`src/rtl/alu_seq_top.sv`:
```
// Button-driven sequential ALU front end.
// Operands and the opcode are loaded from the switches by synchronised, edge-detected
// button presses. The registered result, flags and valid indicator drive the board outputs.
module alu_seq_top #(
    parameter int unsigned NB_DATA = 8,
    parameter int unsigned NB_OP   = 6
) (
    input  logic               i_clock,
    input  logic               i_reset,
    input  logic [2:0]         i_buttons,
    input  logic [NB_DATA-1:0] i_switches,
    input  logic               i_acc_mode,
    output logic [NB_DATA-1:0] o_leds,
    output logic [3:0]         o_flags,
    output logic               o_valid
);

    localparam int unsigned MSB    = NB_DATA - 1;
    localparam int unsigned NB_BTN = 3;
    localparam int unsigned NB_WRM = 2;

    localparam logic [NB_OP-1:0] OP_ADD = NB_OP'(32);
    localparam logic [NB_OP-1:0] OP_SUB = NB_OP'(34);
    localparam logic [NB_OP-1:0] OP_AND = NB_OP'(36);
    localparam logic [NB_OP-1:0] OP_OR  = NB_OP'(37);
    localparam logic [NB_OP-1:0] OP_XOR = NB_OP'(38);
    localparam logic [NB_OP-1:0] OP_NOR = NB_OP'(39);
    localparam logic [NB_OP-1:0] OP_SRA = NB_OP'(3);
    localparam logic [NB_OP-1:0] OP_SRL = NB_OP'(2);

    typedef enum logic [2:0] {
        ST_EMPTY,
        ST_HAVE_A,
        ST_HAVE_B,
        ST_HAVE_AB,
        ST_DONE
    } state_t;

    state_t state, state_next;

    logic [NB_BTN-1:0]  sync1, sync2, prev;
    logic [NB_WRM-1:0]  warm;
    logic [NB_BTN-1:0]  edges_c;
    logic               armed_c;
    logic               exec_c, load_a_c, load_b_c;

    logic [NB_DATA-1:0] reg_a, reg_b;
    logic [NB_OP-1:0]   op_c;
    logic [NB_DATA:0]   sum_c, diff_c;
    logic               shift_big_c;
    logic [NB_DATA-1:0] res_c;
    logic               err_c, ovf_c, cry_c, zero_c;

    // Button synchroniser, edge history and post-reset warm-up counter.
    // During warm-up the edge FF just tracks the synchronised level, so a button
    // already held when reset is released never produces a command.
    always_ff @(posedge i_clock or negedge i_reset) begin
        if (!i_reset) begin
            sync1 <= '0;
            sync2 <= '0;
            prev  <= '0;
            warm  <= '0;
        end else begin
            sync1 <= i_buttons;
            sync2 <= sync1;
            prev  <= sync2;
            if (warm != NB_WRM'(3)) begin
                warm <= warm + NB_WRM'(1);
            end
        end
    end

    // Command decode with priority execute > load B > load A.
    assign edges_c  = sync2 & ~prev;
    assign armed_c  = (warm == NB_WRM'(3));
    assign exec_c   = armed_c & edges_c[2];
    assign load_b_c = armed_c & edges_c[1] & ~edges_c[2];
    assign load_a_c = armed_c & edges_c[0] & ~edges_c[1] & ~edges_c[2];

    // Operand arithmetic shared by the ALU cases.
    assign op_c        = i_switches[NB_OP-1:0];
    assign sum_c       = {1'b0, reg_a} + {1'b0, reg_b};
    assign diff_c      = {1'b0, reg_a} - {1'b0, reg_b};
    assign shift_big_c = (reg_b >= NB_DATA'(NB_DATA));

    // ALU: result and flags for the opcode currently on the switches.
    always_comb begin
        res_c = '0;
        err_c = 1'b0;
        ovf_c = 1'b0;
        cry_c = 1'b0;
        case (op_c)
            OP_ADD: begin
                res_c = sum_c[NB_DATA-1:0];
                cry_c = sum_c[NB_DATA];
                ovf_c = (reg_a[MSB] == reg_b[MSB]) && (res_c[MSB] != reg_a[MSB]);
            end
            OP_SUB: begin
                res_c = diff_c[NB_DATA-1:0];
                cry_c = diff_c[NB_DATA];
                ovf_c = (reg_a[MSB] != reg_b[MSB]) && (res_c[MSB] != reg_a[MSB]);
            end
            OP_AND: res_c = reg_a & reg_b;
            OP_OR:  res_c = reg_a | reg_b;
            OP_XOR: res_c = reg_a ^ reg_b;
            OP_NOR: res_c = ~(reg_a | reg_b);
            OP_SRL: res_c = shift_big_c ? '0 : (reg_a >> reg_b);
            OP_SRA: res_c = shift_big_c ? {NB_DATA{reg_a[MSB]}}
                                        : NB_DATA'($signed(reg_a) >>> reg_b);
            default: err_c = 1'b1;
        endcase
    end

    assign zero_c = (res_c == '0);

    // Load-status state register.
    always_ff @(posedge i_clock or negedge i_reset) begin
        if (!i_reset) begin
            state <= ST_EMPTY;
        end else begin
            state <= state_next;
        end
    end

    // Next-state logic: execute always lands in DONE, loads accumulate operand status.
    always_comb begin
        state_next = state;
        if (exec_c) begin
            state_next = ST_DONE;
        end else if (load_a_c) begin
            case (state)
                ST_EMPTY:  state_next = ST_HAVE_A;
                ST_HAVE_A: state_next = ST_HAVE_A;
                default:   state_next = ST_HAVE_AB;
            endcase
        end else if (load_b_c) begin
            case (state)
                ST_EMPTY:  state_next = ST_HAVE_B;
                ST_HAVE_B: state_next = ST_HAVE_B;
                default:   state_next = ST_HAVE_AB;
            endcase
        end
    end

    // Operand registers; chain mode writes the result back into A on execute.
    // The opcode is consumed only on the execute edge, so it is folded into the result registers.
    always_ff @(posedge i_clock or negedge i_reset) begin
        if (!i_reset) begin
            reg_a <= '0;
            reg_b <= '0;
        end else begin
            if (load_a_c) begin
                reg_a <= i_switches;
            end else if (exec_c && i_acc_mode) begin
                reg_a <= res_c;
            end
            if (load_b_c) begin
                reg_b <= i_switches;
            end
        end
    end

    // Registered result, flags and valid indicator.
    always_ff @(posedge i_clock or negedge i_reset) begin
        if (!i_reset) begin
            o_leds  <= '0;
            o_flags <= '0;
            o_valid <= 1'b0;
        end else begin
            if (exec_c) begin
                o_leds  <= res_c;
                o_flags <= {err_c, ovf_c, cry_c, zero_c};
            end
            o_valid <= (state_next == ST_DONE);
        end
    end

endmodule

```
`config.mk`:
```
export PLATFORM = sky130hd
export DESIGN_NAME = alu_seq_top
export DESIGN_NICKNAME = d
export VERILOG_FILES = /design/src/rtl/alu_seq_top.sv
export SDC_FILE = /design/constraint.sdc
export NUM_CORES = 1
export LEC_CHECK = 0
export ABC_AREA = 1
export CORE_ASPECT_RATIO = 0.7
export CORE_MARGIN = 5
export CORE_UTILIZATION = 55
export CTS_CLUSTER_DIAMETER = 80
export DETAILED_ROUTE_END_ITERATION = 16
export HOLD_SLACK_MARGIN = 0.12
export PLACE_DENSITY = 0.77
export SKIP_LAST_GASP = 1
export SLEW_MARGIN = 20
export SYNTH_ARGS = -nofsm -noshare
export SYNTH_HDL_FRONTEND = slang
export SYNTH_SLANG_ARGS = --single-unit
```
`constraint.sdc`:
```
create_clock -name i_clock -period 5.7 [get_ports i_clock]
set_clock_uncertainty 0.1 [all_clocks]
set_input_delay 0.855 -clock i_clock [delete_from_list [all_inputs] [get_ports i_clock]]
set_output_delay 0.855 -clock i_clock [all_outputs]
set_load 0.005 [all_outputs]
```
# Yosys cells after proc, flatten, opt, wreduce, memory -nomap -nowiden
# Index checks and enable logic that the tools add are counted.
word_totals:
  regBits: 43
  latch_bits: 0
  ram_bits: 0
  romBits: 0
  in_bits: 14
  output_inout_bits: 13
  wordCells: 69
  mem_count: 0
classes:
  n_addsub: 3
  mul: 0
  n_div: 0
  magnitude_cmp: 1
  eq_ne: 17
  shift: 2
  n_mux: 13
  n_bitwise: 14
  n_reduce_logical: 9
op_table:
  columns: ["cell", "count"]
  rows:
  - ["8-bit case mux with 8 select lines", 1]
  - ["6-bit equality test (second input constant)", 6]
  - ["8-bit 2-to-1 mux", 4]
  - ["6-bit by 2-bit equality test with 1-bit output (second input constant)", 2]
  - ["8-bit by 8-bit adder with 9-bit output", 1]
  - ["3-bit 2-to-1 mux", 3]
  - ["8-bit by 8-bit subtractor with 9-bit output", 1]
  - ["8-bit AND", 1]
  - ["8-bit by 4-bit >= comparator with 1-bit output (second input constant)", 1]
  - ["8-bit zero test", 1]
  - ["8-bit NOT", 1]
  - ["8-bit OR", 1]
  - ["8-bit OR reduction", 1]
  - ["8-bit by 8-bit >> shifter with 8-bit output", 1]
  - ["8-bit by 8-bit >>> shifter with 8-bit output", 1]
  - ["8-bit bitwise XOR", 1]
  - ["1-bit AND", 6]
  - ["1-bit case mux with 2 select lines", 2]
  - ["2-bit OR reduction", 2]
  - ["3-bit AND", 1]
  - ["3-bit by 1-bit equality test with 1-bit output (second input constant)", 1]
  - ["3-bit by 2-bit equality test with 1-bit output (second input constant)", 1]
  - ["3-bit equality test (second input constant)", 1]
  - ["1-bit logical AND", 3]
  - ["other kinds (11)", 15]

# Depth between registers and ports, before layout
logic_depth:
  word_depth: 8
  ltp_mapped: 16
  depth_no_buf: 15

# Least setup slack after synthesis
# Ideal clock, no wire load.
synth_path:
  kind: "register -> register"
  startpoint: "register reg_b[1]"
  endpoint: "register o_flags[0]"
  setup_ns: 0.066
  t_arrival_ns: 2.005
  required_time_ns: 5.534
  slack_ns: 3.530
  stages_incl_launch_ff: 14
  path_buffers: 0
  synth_period_minus_slack_ns: 2.170
  cell_sequence: "dfrtp_1 -> clkinv_1 -> fa_1 -> xor2_1 -> nor2_1 -> nor2_1 -> nand2_1 -> nor2_1 -> nand2_1 -> a21oi_1 -> nand2_1 -> nor2_1 -> nand3_1 -> nand2_1"
synth_via:
  elab_chain_cells: 4
  word_cells_on_any_way: 13
  classes_between: "add/sub: 2; order compare: 1; shift: 2; mux: 3; bitwise: 4; reduce/logical: 1"
synth_rtl:
  columns: ["item", "line", "rtl"]
  rows:
  - ["from (decl)", "47", "logic [NB_DATA-1:0] reg_a, reg_b;"]
  - ["from (signal assigned)", "158", "reg_b <= i_switches;"]
  - ["8-bit by 4-bit >= comparator with 1-bit output, or another cell as far along", "84", "assign shift_big_c = (reg_b >= NB_DATA'(NB_DATA));"]
  - ["8-bit 2-to-1 mux, or another cell as far along", "108", "OP_SRA: res_c = shift_big_c ? {NB_DATA{reg_a[MSB]}}"]
  - ["8-bit case mux with 8 select lines (*)", "92", "case (op_c)"]
  - ["8-bit zero test (*)", "114", "assign zero_c = (res_c == '0);"]
  - ["to (signal assigned)", "172", "o_flags <= {err_c, ovf_c, cry_c, zero_c};"]
  - ["to (decl)", "14", "output logic [3:0] o_flags,"]
# Mark *: on every way between the ends. The rest lies on a longest branch, timed or not.
# A chain may end at the register's enable or synchronous reset.

# Final worst setup path
layout_path:
  startpoint: "register reg_b[2]"
  endpoint: "register o_flags[0]"
# The elaborated chain is that of the path after synthesis.

==> run_results.csv <==
group,metric,value,unit
die,start_util,0.565,
logic_synthesis,synth_top_area_share,0.305,
timing,tightest_slew,966,ps
grt,grt_remaining_overflow,0,
clock_network,ctsResizeCount,0,
clock_network,cts_tree,"yes",
grt,grt_pass1_wl,18000,um
pwr,leakage,1.99,nW
logic_synthesis,synth_cell_types,39,
layout,syn_to_final_growth,11.6,%
routing,drtIter0Drc,531,
logic_synthesis,ys_dominant_reg_cell,"dfrtp_1",
timing,setup_viol_count_final,0,
logic_synthesis,yosysWarnings,0,
critical_path,cp_slowest_cell,"dfrtp_1",
routing,ant_nets,0,
pwr,p_per_area,274,nW/um^2
critical_path,path_cells,"clkinv_1 > ha_1 > a21oi_1 > nand2_1 > a21oi_1 > nand2_1 > nand2_1 > nor2_1 > nor2_2 > nand3_1 > nor2_1 > nand3_1 > nand2_1",
clock_network,cts_sinks,43,
pwr,irDropWorstVdd,0.164,mV
grt,antenna_found_initial,0,
timing,fin_crit,3230,ps
critical_path,required,5840,ps
pwr,power.share.clock,0.229,
placed_design,port_buffers,26,
grt,track_usage,0.283,
routing,drt-total-wl,11100,um
clock_network,clock_latency,300,ps
critical_path,crit_path_max_fanout,12,
layout,instances_no_fill,616,
flow_run,max_cap_violations,0,
clock_network,root_buffer,"clkbuf_8",
routing,wl_per_cell,18.0,um
logic_synthesis,synthTopCellsByArea,"dfrtp_1 30%, nand2_1 17%, ha_1 9.6%",
placed_design,gp_congestion,1.01,
clock_network,numCtsBuffers,5,
grt,grt_pass1_vias,3315,
routing,routed_via_density,5.84,
placed_design,hpwlAfterDp,8740,um
routing,drc,0,
clock_network,htreeDepth,2,
logic_synthesis,ys_ff_latch,43,
pwr,power_frac_seq,0.368,
critical_path,r2r_cells,13,
critical_path,critPathCaptureType,"flop",
timing,drv_slew,0,
clock_network,cts_setup_buffers,0,
critical_path,start_kind,"flop",
timing,grt_setup_unrepaired,"no",
clock_network,clk_pin_slew,90,ps
outcome,outcome,"finished clean",
logic_synthesis,synth_top_area_cell,"dfrtp_1",
logic_synthesis,synth_area,3530,um^2
logic_synthesis,ys_async_sr_fraction,1.00,
clock_network,ctsHoldBuffers,0,
die,rows,24,
timing,relSlewSlack,0.356,
logic_synthesis,syn_nets,560,
critical_path,crit_path_frequent_cell,"nand2_1",
pwr,p_sw,460,uW
critical_path,critPathArrivalTime,3370,ps
die,die_w,106,um
timing,fmax,0.310,GHz
die,boundaryPins,27,
worst_hold_path,whs_path_depth,0,
pwr,combPwrFrac,0.404,
routing,vias,3597,
clock_network,cts_max_path_buffers,2,
die,core,6250,um^2
routing,drt_first_pass_iters,5,
die,die_area,8150,um^2
critical_path,slowest_delay,630,ps
grt,grt_start_max_net_pins,44,
critical_path,crit_type,"flop to flop",
logic_synthesis,netlist_instances,517,
timing,setup_tns,0,ps
logic_synthesis,seq_area_frac_synth,0.305,
layout,final_nets,580,
pwr,switching_share,0.426,
pwr,p_int,619,uW
worst_hold_path,hold_class,"flop to flop",
timing,finalCritPeriodShare,0.567,
placed_design,place_inst,608,
timing,worst_slack,2470,ps
layout,antenna_cells,0,
placed_design,preCtsSetupSlack,2580,ps
logic_synthesis,syn_area_per_cell,6.83,um^2
die,fp.dieH,77.0,um
layout,layout-drive-gt1-share,0.0651,
timing,hold_violations,0,
logic_synthesis,synth-edff-count,0,
[stage by stage]
| stage | hold slack, ps | cell area [um^2] | power, mW | util |
|---|---|---|---|---|
| floorplan | 231 | 3530 | 0.679 | - |
| global placement | 233 | 3820 | 0.821 | 0.612 |
| detailed placement | 235 | 3820 | 0.821 | 0.612 |
| CTS | 256 | 3940 | 1.07 | 0.630 |
| global route | 263 | 3940 | 1.15 | 0.631 |
| finish | 254 | 3940 | 1.08 | 0.631 |
[power groups by stage]
stage	logic, mW	clock network, mW	registers, mW
2_1_floorplan	0.303	0	0.376
3_3_place_gp	0.421	0	0.400
3_5_place_dp	0.421	0	0.401
4_1_cts	0.423	0.251	0.395
5_1_grt	0.484	0.267	0.401
6_report	0.435	0.247	0.397
[cells in the mapped netlist, types with 2 or more instances]
| cell type | instances |
|---|---|
| a21oi_1 | 18 |
| nand2_4 | 2 |
| o21ai_0 | 32 |
| xnor2_1 | 2 |
| clkbuf_1 | 3 |
| buf_2 | 8 |
| clkinv_1 | 2 |
| fa_1 | 2 |
| a31oi_1 | 3 |
| o221ai_1 | 6 |
| nor2_2 | 9 |
| nand2_2 | 2 |
| dfrtp_1 | 43 |
| a21oi_4 | 2 |
| nand3_1 | 50 |
| ha_1 | 27 |
| xor2_1 | 2 |
| nand2_1 | 158 |
| nor3_2 | 2 |
| o211ai_1 | 5 |
| o21ai_1 | 2 |
| inv_1 | 57 |
| nor2_1 | 47 |
| nand4_1 | 11 |
| inv_2 | 4 |
| nor3_1 | 5 |
[worst max-delay path, delay by kind of cell (launching register included)]
family	cells	cell delay [ps]
AOI/OAI and AO/OA	2	520
buffers and inverters	1	410
DFF	1	630
and+or+nand+nor	9	980
adders and majority gates	1	520
[registers in the layout, summed over array words and instances, names as in the netlist]
register  cells
reg_b         8
o_leds        8
sync1         3
warm          2
sync2         3
reg_a         8
o_flags       4
prev          3
state         3
o_valid       1
[cell families (layout without fill, tap and decap cells)]
logic type	Yosys count	in the layout	share of synthesized area
buf+inv	77	98	0.0868
flops	43	43	0.305
fa+ha+maj	29	29	0.107
compound gates	73	73	0.125
simple gates	291	291	0.366
xor+xnor	4	4	0.00992
[layout by cell type, fill, tap and decap left out, types with 2 or more instances in the layout]
master,instances
nor2_2,9
inv_1,57
nor3_1,5
a31oi_1,3
fa_1,2
nand2_1,158
inv_2,4
nand2_4,2
clkbuf_8,5
ha_1,27
nand4_1,11
a21oi_1,18
dfrtp_1,43
nor2_1,47
nand2_2,2
o21ai_0,32
o221ai_1,6
xor2_1,2
xnor2_1,2
a21oi_4,2
clkdlybuf4s50_1,25
o211ai_1,5
clkinv_1,2
nand3_1,50
o21ai_1,2
[worst paths after layout]
check | slack [ps] | from | end
setup / recovery | 2470 | reg_b[2] | o_flags[0]
hold / removal | 250 | sync1[0] | sync2[0]
setup reg to reg | 2470 | reg_b[2] | o_flags[0]
hold reg to reg | 250 | sync1[0] | sync2[0]
max in group asynchronous | 4300 | i_reset | reg_a[5]
min in group asynchronous | 600 | i_reset | o_leds[2]
[per-layer routing]
layer | GRT usage | vias to the layer above | share of wire | wire length [um]
met5 | 0 | - | 0 | 0
met4 | 0.0608 | 0 | 0.012 | 138
met3 | 0.0512 | 13 | 0.14 | 1500
met2 | 0.399 | 242 | 0.41 | 4500
met1 | 0.447 | 1617 | 0.45 | 4960
li1 | - | 1725 | - | -
[area by class of cell]
type	instances	area [um^2]
Fill cell	567	2300
Inverter	64	243
Multi-Input combinational cell	397	2150
Tap cell	78	97.6
Sequential cell	43	1080
Timing Repair Buffer	26	255
Clock buffer	5	68.8
Clock inverter	3	46.3
Power figures use the tool's default switching activity.
